===== config.mk =====
export PLATFORM = sky130hd
export DESIGN_NAME = uart_cmd_ctrl_flat
export DESIGN_NICKNAME = d
export VERILOG_FILES = /design/src/rtl/uart_cmd_ctrl_if.sv /design/src/rtl/uart_cmd_ctrl.sv /design/src/flat_wrapper.sv
export SDC_FILE = /design/constraint.sdc
export NUM_CORES = 1
export LEC_CHECK = 0
export BUFFER_PORTS_ARGS = -buffer_cell sky130_fd_sc_hd__buf_4
export CAP_MARGIN = 10
export CORE_MARGIN = 4
export CORE_UTILIZATION = 50
export CTS_BUF_LIST = sky130_fd_sc_hd__clkbuf_8
export DETAILED_ROUTE_END_ITERATION = 8
export GPL_TIMING_DRIVEN = 0
export PLACE_DENSITY = 0.81
export SETUP_SLACK_MARGIN = 0.15
export SYNTH_ARGS = -nofsm -noshare
export SYNTH_HDL_FRONTEND = slang
export SYNTH_SLANG_ARGS = --single-unit

===== constraint.sdc =====
create_clock -name clk -period 4.7 [get_ports clk]
set_clock_uncertainty 0.1 [all_clocks]
set_input_delay 0.94 -clock clk [delete_from_list [all_inputs] [get_ports clk]]
set_output_delay 0.94 -clock clk [all_outputs]
set_load 0.03 [all_outputs]

===== src/rtl/uart_cmd_ctrl_if.sv =====
// Byte-stream side of the UART command controller: RX bytes in, key/stream
// outputs to the core, and the single-byte response channel to the TX arbiter.
interface uart_cmd_ctrl_if;
    logic [7:0]  rx_data;
    logic        rx_valid;
    logic        rx_parity_err;
    logic [63:0] key_out;
    logic        mode_out;
    logic        key_en;
    logic [7:0]  data_out;
    logic        data_en;
    logic        stream_end;
    logic [7:0]  ack_data;
    logic        ack_valid;
    logic        ack_ready;
    logic        busy;

    modport slave (
        input  rx_data, rx_valid, rx_parity_err, ack_ready,
        output key_out, mode_out, key_en, data_out, data_en, stream_end,
        output ack_data, ack_valid, busy
    );

    modport master (
        output rx_data, rx_valid, rx_parity_err, ack_ready,
        input  key_out, mode_out, key_en, data_out, data_en, stream_end,
        input  ack_data, ack_valid, busy
    );
endinterface


===== src/rtl/uart_cmd_ctrl.sv =====
// Parses the UART byte stream into key-load frames, a stream-start command and
// pass-through stream data; answers each command with a one-byte ACK/NAK.
module uart_cmd_ctrl #(
    parameter int unsigned CLK_FREQ   = 200,
    parameter int unsigned TIMEOUT_US = 1000,
    parameter logic [7:0]  CMD_KEY    = 8'hA5,
    parameter logic [7:0]  CMD_STREAM = 8'h5A,
    parameter logic [7:0]  ACK_BYTE   = 8'h06,
    parameter logic [7:0]  NAK_BYTE   = 8'h15
) (
    input  logic          clk,
    input  logic          rst_n,
    uart_cmd_ctrl_if.slave bus
);

    localparam int unsigned TO_CYCLES = CLK_FREQ * TIMEOUT_US;
    localparam int unsigned TO_W      = (TO_CYCLES > 1) ? $clog2(TO_CYCLES) : 1;
    localparam logic [TO_W-1:0] TO_MAX = TO_W'(TO_CYCLES - 1);

    typedef enum logic [2:0] {
        S_IDLE,
        S_KEY,
        S_MODE,
        S_STREAM,
        S_END
    } state_t;

    state_t            r_state;
    logic [63:0]       r_shadow;
    logic [2:0]        r_byte_cnt;
    logic [TO_W-1:0]   r_to_cnt;
    logic              r_key_loaded;
    logic [63:0]       r_key_out;
    logic              r_mode_out;
    logic              r_key_en;
    logic [7:0]        r_data_out;
    logic              r_data_en;
    logic              r_stream_end;
    logic [7:0]        r_ack_data;
    logic              r_ack_valid;
    logic              r_busy;

    state_t            w_state_nxt;
    logic              w_accept;
    logic              w_queue;
    logic [7:0]        w_resp;
    logic              w_shift;
    logic              w_commit;
    logic              w_data_strobe;
    logic              w_end_set;
    logic [2:0]        w_cnt_nxt;
    logic [TO_W-1:0]   w_to_nxt;

    assign w_accept = bus.rx_valid && !bus.rx_parity_err;

    // Next-state and per-cycle actions; parity error outranks the byte it rides on
    always_comb begin
        w_state_nxt   = r_state;
        w_queue       = 1'b0;
        w_resp        = NAK_BYTE;
        w_shift       = 1'b0;
        w_commit      = 1'b0;
        w_data_strobe = 1'b0;
        w_end_set     = 1'b0;
        w_cnt_nxt     = r_byte_cnt;
        w_to_nxt      = '0;

        case (r_state)
            S_IDLE: begin
                if (bus.rx_parity_err) begin
                    w_queue = 1'b1;
                end else if (w_accept) begin
                    if (bus.rx_data == CMD_KEY) begin
                        w_state_nxt = S_KEY;
                        w_cnt_nxt   = 3'd0;
                    end else if (bus.rx_data == CMD_STREAM && r_key_loaded) begin
                        w_state_nxt = S_STREAM;
                        w_queue     = 1'b1;
                        w_resp      = ACK_BYTE;
                    end else begin
                        w_queue = 1'b1;
                    end
                end
            end

            S_KEY: begin
                if (bus.rx_parity_err) begin
                    w_queue     = 1'b1;
                    w_state_nxt = S_IDLE;
                end else if (w_accept) begin
                    w_shift   = 1'b1;
                    w_cnt_nxt = r_byte_cnt + 3'd1;
                    if (r_byte_cnt == 3'd7) begin
                        w_state_nxt = S_MODE;
                    end
                end else if (r_to_cnt == TO_MAX) begin
                    w_queue     = 1'b1;
                    w_state_nxt = S_IDLE;
                end else begin
                    w_to_nxt = r_to_cnt + TO_W'(1);
                end
            end

            S_MODE: begin
                if (bus.rx_parity_err) begin
                    w_queue     = 1'b1;
                    w_state_nxt = S_IDLE;
                end else if (w_accept) begin
                    w_commit    = 1'b1;
                    w_queue     = 1'b1;
                    w_resp      = ACK_BYTE;
                    w_state_nxt = S_IDLE;
                end else if (r_to_cnt == TO_MAX) begin
                    w_queue     = 1'b1;
                    w_state_nxt = S_IDLE;
                end else begin
                    w_to_nxt = r_to_cnt + TO_W'(1);
                end
            end

            S_STREAM: begin
                if (bus.rx_parity_err) begin
                    w_end_set   = 1'b1;
                    w_state_nxt = S_END;
                end else if (w_accept) begin
                    w_data_strobe = 1'b1;
                end
            end

            S_END: begin
                w_state_nxt = S_END;
            end

            default: begin
                w_state_nxt = S_IDLE;
            end
        endcase
    end

    always_ff @(posedge clk or negedge rst_n) begin
        if (!rst_n) begin
            r_state      <= S_IDLE;
            r_shadow     <= '0;
            r_byte_cnt   <= '0;
            r_to_cnt     <= '0;
            r_key_loaded <= 1'b0;
            r_key_out    <= '0;
            r_mode_out   <= 1'b0;
            r_key_en     <= 1'b0;
            r_data_out   <= '0;
            r_data_en    <= 1'b0;
            r_stream_end <= 1'b0;
            r_ack_data   <= '0;
            r_ack_valid  <= 1'b0;
            r_busy       <= 1'b0;
        end else begin
            r_state    <= w_state_nxt;
            r_byte_cnt <= w_cnt_nxt;
            r_to_cnt   <= w_to_nxt;
            r_key_en   <= w_commit;
            r_data_en  <= w_data_strobe;
            r_busy     <= (w_state_nxt == S_KEY) || (w_state_nxt == S_MODE);

            if (w_shift) begin
                r_shadow <= {r_shadow[55:0], bus.rx_data};
            end
            if (w_commit) begin
                r_key_out    <= r_shadow;
                r_mode_out   <= bus.rx_data[0];
                r_key_loaded <= 1'b1;
            end
            if (w_data_strobe) begin
                r_data_out <= bus.rx_data;
            end
            if (w_end_set) begin
                r_stream_end <= 1'b1;
            end

            // A new response wins over a same-cycle handshake of the old one
            if (w_queue) begin
                r_ack_valid <= 1'b1;
                r_ack_data  <= w_resp;
            end else if (r_ack_valid && bus.ack_ready) begin
                r_ack_valid <= 1'b0;
            end
        end
    end

    assign bus.key_out    = r_key_out;
    assign bus.mode_out   = r_mode_out;
    assign bus.key_en     = r_key_en;
    assign bus.data_out   = r_data_out;
    assign bus.data_en    = r_data_en;
    assign bus.stream_end = r_stream_end;
    assign bus.ack_data   = r_ack_data;
    assign bus.ack_valid  = r_ack_valid;
    assign bus.busy       = r_busy;

endmodule


===== src/flat_wrapper.sv =====
// flat-port wrapper written by rule: the top's interface ports become plain ports
module uart_cmd_ctrl_flat 
#(
    parameter int unsigned CLK_FREQ   = 200,
    parameter int unsigned TIMEOUT_US = 1000,
    parameter logic [7:0]  CMD_KEY    = 8'hA5,
    parameter logic [7:0]  CMD_STREAM = 8'h5A,
    parameter logic [7:0]  ACK_BYTE   = 8'h06,
    parameter logic [7:0]  NAK_BYTE   = 8'h15
)
  (clk, rst_n, bus_rx_data, bus_rx_valid, bus_rx_parity_err, bus_ack_ready, bus_key_out, bus_mode_out, bus_key_en, bus_data_out, bus_data_en, bus_stream_end, bus_ack_data, bus_ack_valid, bus_busy);
  uart_cmd_ctrl_if bus_i ();
  input  logic clk;
  input  logic rst_n;
  input wire logic [$bits(bus_i.rx_data)-1:0] bus_rx_data;
  input wire logic [$bits(bus_i.rx_valid)-1:0] bus_rx_valid;
  input wire logic [$bits(bus_i.rx_parity_err)-1:0] bus_rx_parity_err;
  input wire logic [$bits(bus_i.ack_ready)-1:0] bus_ack_ready;
  output wire logic [$bits(bus_i.key_out)-1:0] bus_key_out;
  output wire logic [$bits(bus_i.mode_out)-1:0] bus_mode_out;
  output wire logic [$bits(bus_i.key_en)-1:0] bus_key_en;
  output wire logic [$bits(bus_i.data_out)-1:0] bus_data_out;
  output wire logic [$bits(bus_i.data_en)-1:0] bus_data_en;
  output wire logic [$bits(bus_i.stream_end)-1:0] bus_stream_end;
  output wire logic [$bits(bus_i.ack_data)-1:0] bus_ack_data;
  output wire logic [$bits(bus_i.ack_valid)-1:0] bus_ack_valid;
  output wire logic [$bits(bus_i.busy)-1:0] bus_busy;
  assign bus_i.rx_data = bus_rx_data;
  assign bus_i.rx_valid = bus_rx_valid;
  assign bus_i.rx_parity_err = bus_rx_parity_err;
  assign bus_i.ack_ready = bus_ack_ready;
  assign bus_key_out = bus_i.key_out;
  assign bus_mode_out = bus_i.mode_out;
  assign bus_key_en = bus_i.key_en;
  assign bus_data_out = bus_i.data_out;
  assign bus_data_en = bus_i.data_en;
  assign bus_stream_end = bus_i.stream_end;
  assign bus_ack_data = bus_i.ack_data;
  assign bus_ack_valid = bus_i.ack_valid;
  assign bus_busy = bus_i.busy;
  uart_cmd_ctrl #(.CLK_FREQ(CLK_FREQ), .TIMEOUT_US(TIMEOUT_US), .CMD_KEY(CMD_KEY), .CMD_STREAM(CMD_STREAM), .ACK_BYTE(ACK_BYTE), .NAK_BYTE(NAK_BYTE)) u_core (.clk(clk), .rst_n(rst_n), .bus(bus_i));
endmodule

* Word-level counts from Yosys, hierarchy flattened
Cells that the tools add are included.
Word-level totals: input bits 13, output and inout port bits 86, flip-flop bits (word level) 175
Operators by class: eq/ne operators 15, reductions and logical operators 10, multiplexer cells 47, add/sub/neg operators 2
Operators with widths (count):
- two-way mux 18 bit | 4
- two-way mux 3 bit | 16
- two-way mux 8 bit | 4
- adder 18 x 1 -> 18 bit (second input constant) | 1
- == test 18 bit (second input constant) | 1
- two-way mux 1 bit | 17
- case mux 8 bit (2 select lines) | 1
- case mux 3 bit (5 select lines) | 1
- two-way mux 5 bit | 2
- == test 3 x 2 -> 1 bit (second input constant) | 3
- == test 8 x 7 -> 1 bit (second input constant) | 1
- == test 8 bit (second input constant) | 1
- == test 3 x 1 -> 1 bit (second input constant) | 2
- == test 3 bit (second input constant) | 2
- != test 2 x 1 -> 1 bit (second input constant) | 3
- case mux 3 bit (2 select lines) | 1
- AND reduction 6 bit | 1
- != test 2 bit (second input constant) | 2
- nonzero test 2 bit | 2
- adder 3 x 1 -> 3 bit (second input constant) | 1
- logical AND 1 bit | 3
- logical NOT 3 bit | 1
- case mux 1 bit (3 select lines) | 1
- OR reduction 2 bit | 1
- other kinds (2) | 2

* Depth between registers and ports, before layout
Gate-level depths: netlist of the first run.
depth in word-level cells 9, gate-level depth with buffers 8, gate-level depth less buffers 6

* Worst setup path before layout of the first run
No wires, ideal clock.
path type input to register, start point input port bus_rx_valid, end point register u_core.r_busy (netlist: u_core.bus.busy), stages 5, slack 2.305 ns, library setup time 0.126 ns, data required time 4.474 ns, path buffers 1, arrival time 2.169 ns, path through buf_2 -> or4b_4 -> nor4b_4 -> nor2_2 -> a221o_1
On the way: cells in the longest elaborated chain, start to end 6, elaborated cells between the ends (all ways) 11, classes of those cells 2 x eq/ne; 7 x mux; 2 x reduce/logical
RTL lines:
- start: declaration | line flat_wrapper.sv:16 | input wire logic [$bits(bus_i.rx_valid)-1:0] bus_rx_valid;
- logical AND 1 bit (*) | line uart_cmd_ctrl.sv:54 | assign w_accept = bus.rx_valid && !bus.rx_parity_err;
- two-way mux 3 bit, on equally long branches | line uart_cmd_ctrl.sv:108, uart_cmd_ctrl.sv:72, uart_cmd_ctrl.sv:90
- two-way mux 3 bit, on equally long branches | line uart_cmd_ctrl.sv:105, uart_cmd_ctrl.sv:70, uart_cmd_ctrl.sv:87
- case mux 3 bit (5 select lines) (*) | line uart_cmd_ctrl.sv:68 | case (r_state)
- == test 3 x 1 -> 1 bit / == test 3 x 2 -> 1 bit (equally long branches) | line uart_cmd_ctrl.sv:162 | r_busy <= (w_state_nxt == S_KEY) || (w_state_nxt == S_MODE);
- logical OR 1 bit (*) | line uart_cmd_ctrl.sv:162
- end signal: assignment | line uart_cmd_ctrl.sv:162
- end: declaration | line uart_cmd_ctrl.sv:41 | logic r_busy;
Every way passes the cells marked *; elsewhere a longest branch is shown, timed or not. A chain may end at the register's enable or synchronous reset.

* Worst setup path after layout of the first run
start point input port bus_rx_parity_err, end point register u_core.r_key_out[58] (netlist: u_core.bus.key_out[58])
On the way: cells in the longest elaborated chain, start to end 5
RTL lines:
- start: declaration | line flat_wrapper.sv:17 | input wire logic [$bits(bus_i.rx_parity_err)-1:0] bus_rx_parity_err;
- logical NOT 1 bit | line uart_cmd_ctrl.sv:54
- logical AND 1 bit | line uart_cmd_ctrl.sv:54
- two-way mux 1 bit | line uart_cmd_ctrl.sv:108 | end else if (w_accept) begin
- two-way mux 1 bit (*) | line uart_cmd_ctrl.sv:105 | if (bus.rx_parity_err) begin
- two-way mux 1 bit (*) | line uart_cmd_ctrl.sv:68
- net u_core.w_commit | line uart_cmd_ctrl.sv:48 | logic w_commit;
- end signal: assignment | line uart_cmd_ctrl.sv:168 | r_key_out <= r_shadow;
- end: declaration | line uart_cmd_ctrl.sv:33 | logic [63:0] r_key_out;
Mark *: on every way through the listed nets, which the timed path passes. The rest lies on a longest branch.

==> flow_metrics.tcl, run 1 <==
set metrics [dict create \
    status "finished clean" \
    ys_seq_elements 170 \
    area_delta_synth_final_pct 19.6 \
    finalSetupViolCount 0 \
    critPathRequiredTime_ps 4940 \
    core_um2 13300 \
    fin_setup_tns_ps 0 \
    crit_fanout 10 \
    first_global_vias 4755 \
    use_met2_pct 30.2 \
    antenna_cells 0 \
    finalMaxSlewViolations 0 \
    final_cell_mix "nand2_1 (202), dfrtp_1 (170), buf_4 (100), mux2_2 (74), clkbuf_8 (19)" \
    dr.pass1.iters 5 \
    vdd_drop_max_uv 146 \
    final_nets 725 \
    cts.htree.levels 4 \
    synth_seq_area_share_pct 61.9 \
    grtUsageMet1_pct 24.6 \
    slowest_stage "nor3_2" \
    static-leakage-power_nw 4.37 \
    drt_wl_total_mm 14.0 \
    cts_root_buf "clkbuf_8" \
    mostFrequentLayoutCell "nand2_1" \
    clk_pin_slew_ps 80 \
    gp_congestion 0.851 \
    cts_setup_buffers 0 \
    hold_violations 0 \
    layout_min_cycle_time_ps 2460 \
    placed_area_um2 7840 \
    chipHeight_um 125 \
    fin_crit_sh_pct 52.3 \
    final_cells 898 \
    synthCells 593 \
    fp.dieW_um 125 \
    grt-ovfl-total 0 \
    cp-end-kind "register" \
    dp_hpwl_mm 10.0 \
    synthTopCellsByArea "dfrtp_1 (62%), mux2_2 (12%), nand2_1 (11%)" \
    drt_iter0_drc 536 \
    max_freq_mhz 407 \
    met3_usage_pct 4.18 \
    slew_headroom_pct 61.1 \
    dp.cells 866 \
    rsz0062_at_grt "no" \
    critPathLaunch "bus_rx_parity_err" \
    clk_latency_ps 460 \
    worstSetupPathType "in -> reg" \
    drc 0 \
    timing.rr.start "u_core.r_state[2]" \
    cp-start-kind "input pin" \
    final_area_um2 8220 \
    die_area_um2 15700 \
    crit_arrival_ps 2700 \
    critPathMostFrequentCell "buf_4" \
    yosys.area.top_type_share_pct 61.9 \
    synth-main-ff-cell "dfrtp_1" \
    utilization_pct 61.5 \
    top_usage_layer "met2" \
    grt_first_pass_wirelength_mm 23.7 \
    power_mw 2.51 \
    cts_tree "built" \
    hold_class "in -> async" \
    power.density_nw_per_um2 306 \
    ctsLongestPathBuffers 2 \
    holdBufCountCts 0 \
    post-synth-top-area-cell "dfrtp_1" \
    via_count 4635 \
    drtAntennaViolNets 0 \
    initial_core_util_pct 51.5 \
    portBuffers 93 \
    max_stage_delay_ps 380 \
    avgSynthCellArea_um2 11.6 \
    cts_resized 0 \
    io_pins 99 \
    yosysUniqueCellTypes 45 \
    path_cells "buf_4, or2_1, nor3_2, buf_2, buf_4, mux2_2" \
    synth_edf_count 0 \
    numCtsBuffers 17 \
    ys_warn_count 0 \
    tightest_slew_ps 583 \
    async_reset_ff_share_pct 100 \
    drive_above_1_share_pct 33.0 \
    grt_max_degree 93 \
    grt_usage_pct 18.8 \
    maxCapViolCount 0 \
    syn_area_um2 6870 \
    wl_per_cell_um 15.6 \
    cts.sinks 170 \
    antenna_found_initial 0 \
    avgViaCountPerCell 5.16 \
    rows 42 \
]
[where the power goes]
group	switching (mW)	internal, mW	leakage (nW)
sequential	0.00120	1.46	2.36
clock	0.538	0.451	0.187
combinational	0.0429	0.0165	1.82
total	0.582	1.93	4.37
[stage by stage]
stage,hold WS [ps],setup WS [ps]
2_1_floorplan,331,2310
3_3_place_gp,352,1760
3_5_place_dp,358,1750
4_1_cts,323,2270
5_1_grt,364,2190
6_report,330,2240
[worst paths after layout]
check                                          to  slack, ps  cells after the start
max                        u_core.bus.key_out[58]       2240                      6
min in group clk            u_core.bus.stream_end        380                      1
max reg2reg                u_core.bus.key_out[58]       2420                      5
max in group asynchronous  u_core.bus.key_out[13]       3330                      2
min reg2reg                 u_core.bus.stream_end        380                      1
min                        u_core.bus.key_out[57]        330                      1
[state kept, by name, indices dropped and copies added (netlist names)]
signal	cells
u_core.bus.key_out	64
u_core.r_shadow	64
u_core.r_to_cnt	18
u_core.bus.data_out	8
u_core.bus.ack_data	3
u_core.r_byte_cnt	3
u_core.r_state	3
u_core.bus.ack_valid	1
u_core.bus.busy	1
u_core.bus.data_en	1
u_core.bus.key_en	1
u_core.bus.mode_out	1
u_core.bus.stream_end	1
u_core.r_key_loaded	1
[synthesized netlist by cell type (all sizes together), types with 2 or more instances]
master and n:
nor2 30, nand3 6, clkbuf 10, nor4b 2, dfrtp 170, xor2 9, and4 3, or4b 2
inv 3, nand4b 2, xnor2 8, a22o 2, nand4 6, mux2 74, nand2b 6, a21oi 2
nand2 202, nor3b 2, nor3 4, o21ai 6, or2 2, and3 6, o211ai 2, buf 21
ha 3, or4bb 2
[cells by family (layout without fill, tap and decap cells)]
group                      Yosys count  after routing  share of synthesized area (%)
DFF                                170            170                           61.9
xor gates and xnor gates            17             17                           2.17
adders and majority gates            3              3                          0.546
other                                1              4                         0.0546
buffers and inverters               34            160                           2.84
and+or+nand+nor                    279            279                           18.9
AOI/OAI and AO/OA                   14             14                           1.31
muxes                               75             75                           12.3
[worst max-delay path: cells and delay by family]
family,cells,cell delay (ps)
buf+inv,3,760
simple gates,2,640
mux,1,360
[routing by layer]
layer  share of wire (%)  vias up
li1                    -     2166
met1                  44     2310
met2                  49      133
met3                 4.4       26
met4                 2.5        0
met5                   0        -
[area by class of cell]
class | count | area (um2)
clock inverters | 13 | 118
repair buffers | 94 | 733
fillers | 1061 | 5130
inverters | 3 | 11.3
clock buffers | 19 | 262
plain buffers | 31 | 184
multi-input cells | 392 | 2430
flip-flops and latches | 170 | 4250
well taps | 176 | 220
Power figures use the tool's default switching activity.
==> run 2: changes to the inputs <==
ABC_AREA = 1   (was unset)
clock period = 2.4 ns   (was 4.7 ns; I/O delays follow)
==> run 2 against run 1 <==
Effect of this change: die area up 2.7%; critical path depth up 3; clock power is 100% higher; critical endpoint is now u_core.r_to_cnt[16]; largest power group unchanged.
==> flow_metrics.tcl, run 2 <==
set metrics [dict create \
    synth_seq_area_share_pct 60.2 \
    fin_setup_tns_ps 0 \
    synthCells 741 \
    critPathMostFrequentCell "nand3_2" \
    yosysUniqueCellTypes 35 \
    cts.sinks 170 \
    async_reset_ff_share_pct 100 \
    critPathLaunch "u_core.r_to_cnt[0]" \
    yosys.area.top_type_share_pct 60.2 \
    final_cell_mix "nand2_1 (182), dfrtp_1 (170), buf_4 (101), inv_1 (94), o21ai_0 (74)" \
    io_pins 99 \
    ys_seq_elements 170 \
    grt_first_pass_wirelength_mm 25.2 \
    crit_fanout 5 \
    dp_hpwl_mm 11.2 \
    die_area_um2 16100 \
    ys_warn_count 0 \
    hold_violations 0 \
    fin_crit_sh_pct 74.4 \
    initial_core_util_pct 50.9 \
    static-leakage-power_nw 4.30 \
    hold_class "in -> reg" \
    ctsLongestPathBuffers 2 \
    mostFrequentLayoutCell "nand2_1" \
    numCtsBuffers 17 \
    first_global_vias 5123 \
    power.density_nw_per_um2 657 \
    cts_resized 0 \
    via_count 5305 \
    grt_usage_pct 19.7 \
    fp.dieW_um 127 \
    area_delta_synth_final_pct 19.6 \
    timing.rr.start "u_core.r_to_cnt[0]" \
    synth.most_common_cell "nand2_1" \
    synth-main-ff-cell "dfrtp_1" \
    vdd_drop_max_uv 392 \
    worstSetupPathType "reg -> reg" \
    crit_arrival_ps 2040 \
    path_cells "ha_1, nand3_2, nor2_4, nand3_2, inv_2, nand2_1, nor3_2, xor2_1, nor2_1" \
    drc 0 \
    path_buf_inv 1 \
    ff2ff_path_depth 9 \
    clk_pin_slew_ps 90 \
    synth_common_cells "nand2_1 (182), dfrtp_1 (170), inv_1 (94)" \
    cts.htree.levels 4 \
    drt_wl_total_mm 15.2 \
    worst_hold_slack_ps 88.2 \
    synth_edf_count 0 \
    syn_area_um2 7070 \
    layout_min_cycle_time_ps 1790 \
    finalMaxSlewViolations 0 \
    dr.pass1.iters 5 \
    cts_root_buf "clkbuf_8" \
    cp-end-kind "register" \
    setup.worst_path.end "u_core.r_to_cnt[16]" \
    avgViaCountPerCell 5.04 \
    grt_max_degree 117 \
    synthTopCellsByArea "dfrtp_1 (60%), nand2_1 (9.7%), o21ai_0 (5.2%)" \
    drtAntennaViolNets 0 \
    status "finished clean" \
    gp_congestion 0.892 \
    drt_iter0_drc 368 \
    drive_above_1_share_pct 24.7 \
    max_freq_mhz 560 \
    cts_setup_buffers 0 \
    cp-start-kind "register" \
    avgSynthCellArea_um2 9.54 \
    wl_per_cell_um 14.5 \
    chipHeight_um 127 \
    slowest_stage "dfrtp_1" \
    portBuffers 94 \
    finalSetupViolCount 0 \
    holdBufCountCts 1 \
    tightest_slew_ps 548 \
    final_nets 875 \
    rsz0062_at_grt "no" \
    max_stage_delay_ps 440 \
    rows 43 \
    critPathRequiredTime_ps 2650 \
    grt-ovfl-total 0 \
    antenna_found_initial 0 \
    rrSetupSlack_ps 610 \
    critical_path.top_delay_family "simple AND/OR/NAND/NOR gates" \
    antenna_cells 0 \
    core_um2 13900 \
    r2r-end "u_core.r_to_cnt[16]" \
    slew_headroom_pct 63.5 \
    clk_latency_ps 470 \
    cp.depth 9 \
    cts_tree "built" \
    post-synth-top-area-cell "dfrtp_1" \
    maxCapViolCount 0 \
]
-- run 2: cell types whose count changed after synthesis, sizes merged, moves of 3 or more --
cell	change
and4	-3
nand4	+3
nand3	+5
nor2	+19
clkbuf	-4
nand2b	-6
xnor2	-7
o21ai	+134
buf	+8
nand2	-9
mux2	-74
inv	+96
and3	-6
-- run 2: worst min-delay path by stage --
stage	start	to	slack (ps)	depth (start not counted)
finish	bus_ack_ready	u_core.bus.ack_valid	90	2
global route	bus_ack_ready	u_core.bus.ack_valid	80	2
floorplan	rst_n	u_core.bus.ack_data[0]	80	0
CTS	bus_ack_ready	u_core.bus.ack_valid	60	2
global placement	u_core.r_key_loaded	u_core.r_key_loaded	340	2
detailed placement	rst_n	u_core.bus.key_out[45]	320	1
-- run 2: layout make-up --
| class | instances | area (um2) |
|---|---|---|
| Multi-Input combinational cell | 439 | 2190 |
| Tap cell | 180 | 225 |
| Fill cell | 1183 | 5430 |
| Timing Repair Buffer | 96 | 751 |
| Buffer | 35 | 258 |
| Inverter | 100 | 377 |
| Clock buffer | 18 | 248 |
| Clock inverter | 14 | 148 |
| Sequential cell | 170 | 4250 |
-- run 2: where the power goes --
part	total, mW	switching, mW	internal (mW)
Clock	2.01	1.12	0.893
Sequential	3.05	0.0682	2.98
Combinational	0.496	0.331	0.165
-- run 2: cells by family (layout without fill, tap and decap cells) --
family,after synthesis,count (layout),share of synthesized area (%)
AND/OR/NAND/NOR,273,273,16.9
flip-flops,170,170,60.2
AO/OA/AOI/OAI,150,150,12.2
buffers and inverters,135,263,8.97
XOR/XNOR,9,9,1.11
adder cells (fa/ha/maj),3,3,0.531
other,1,4,0.0530
-- run 2: metrics by stage --
stage | power [mW] | area (um2) | cells | worst slack, ps | utilization [%]
6_report | 5.55 | 8450 | 1052 | 615 | 60.9
5_1_grt | 5.81 | 8450 | 1052 | 422 | 60.9
4_1_cts | 5.61 | 8450 | 1052 | 598 | 60.9
3_5_place_dp | 3.60 | 8050 | 1019 | 510 | 58.0
3_3_place_gp | 3.58 | 8010 | 1018 | -177 | 57.7
2_1_floorplan | 3.36 | 7080 | 744 | 820 | -
-- run 2: routing by layer --
metal | track usage (%) | vias to the layer above | routed length, um
li1 | - | 2569 | -
met1 | 27.0 | 2546 | 6750
met2 | 30.3 | 154 | 7290
met3 | 4.13 | 36 | 771
met4 | 8.90 | 0 | 430
met5 | 0 | - | 0
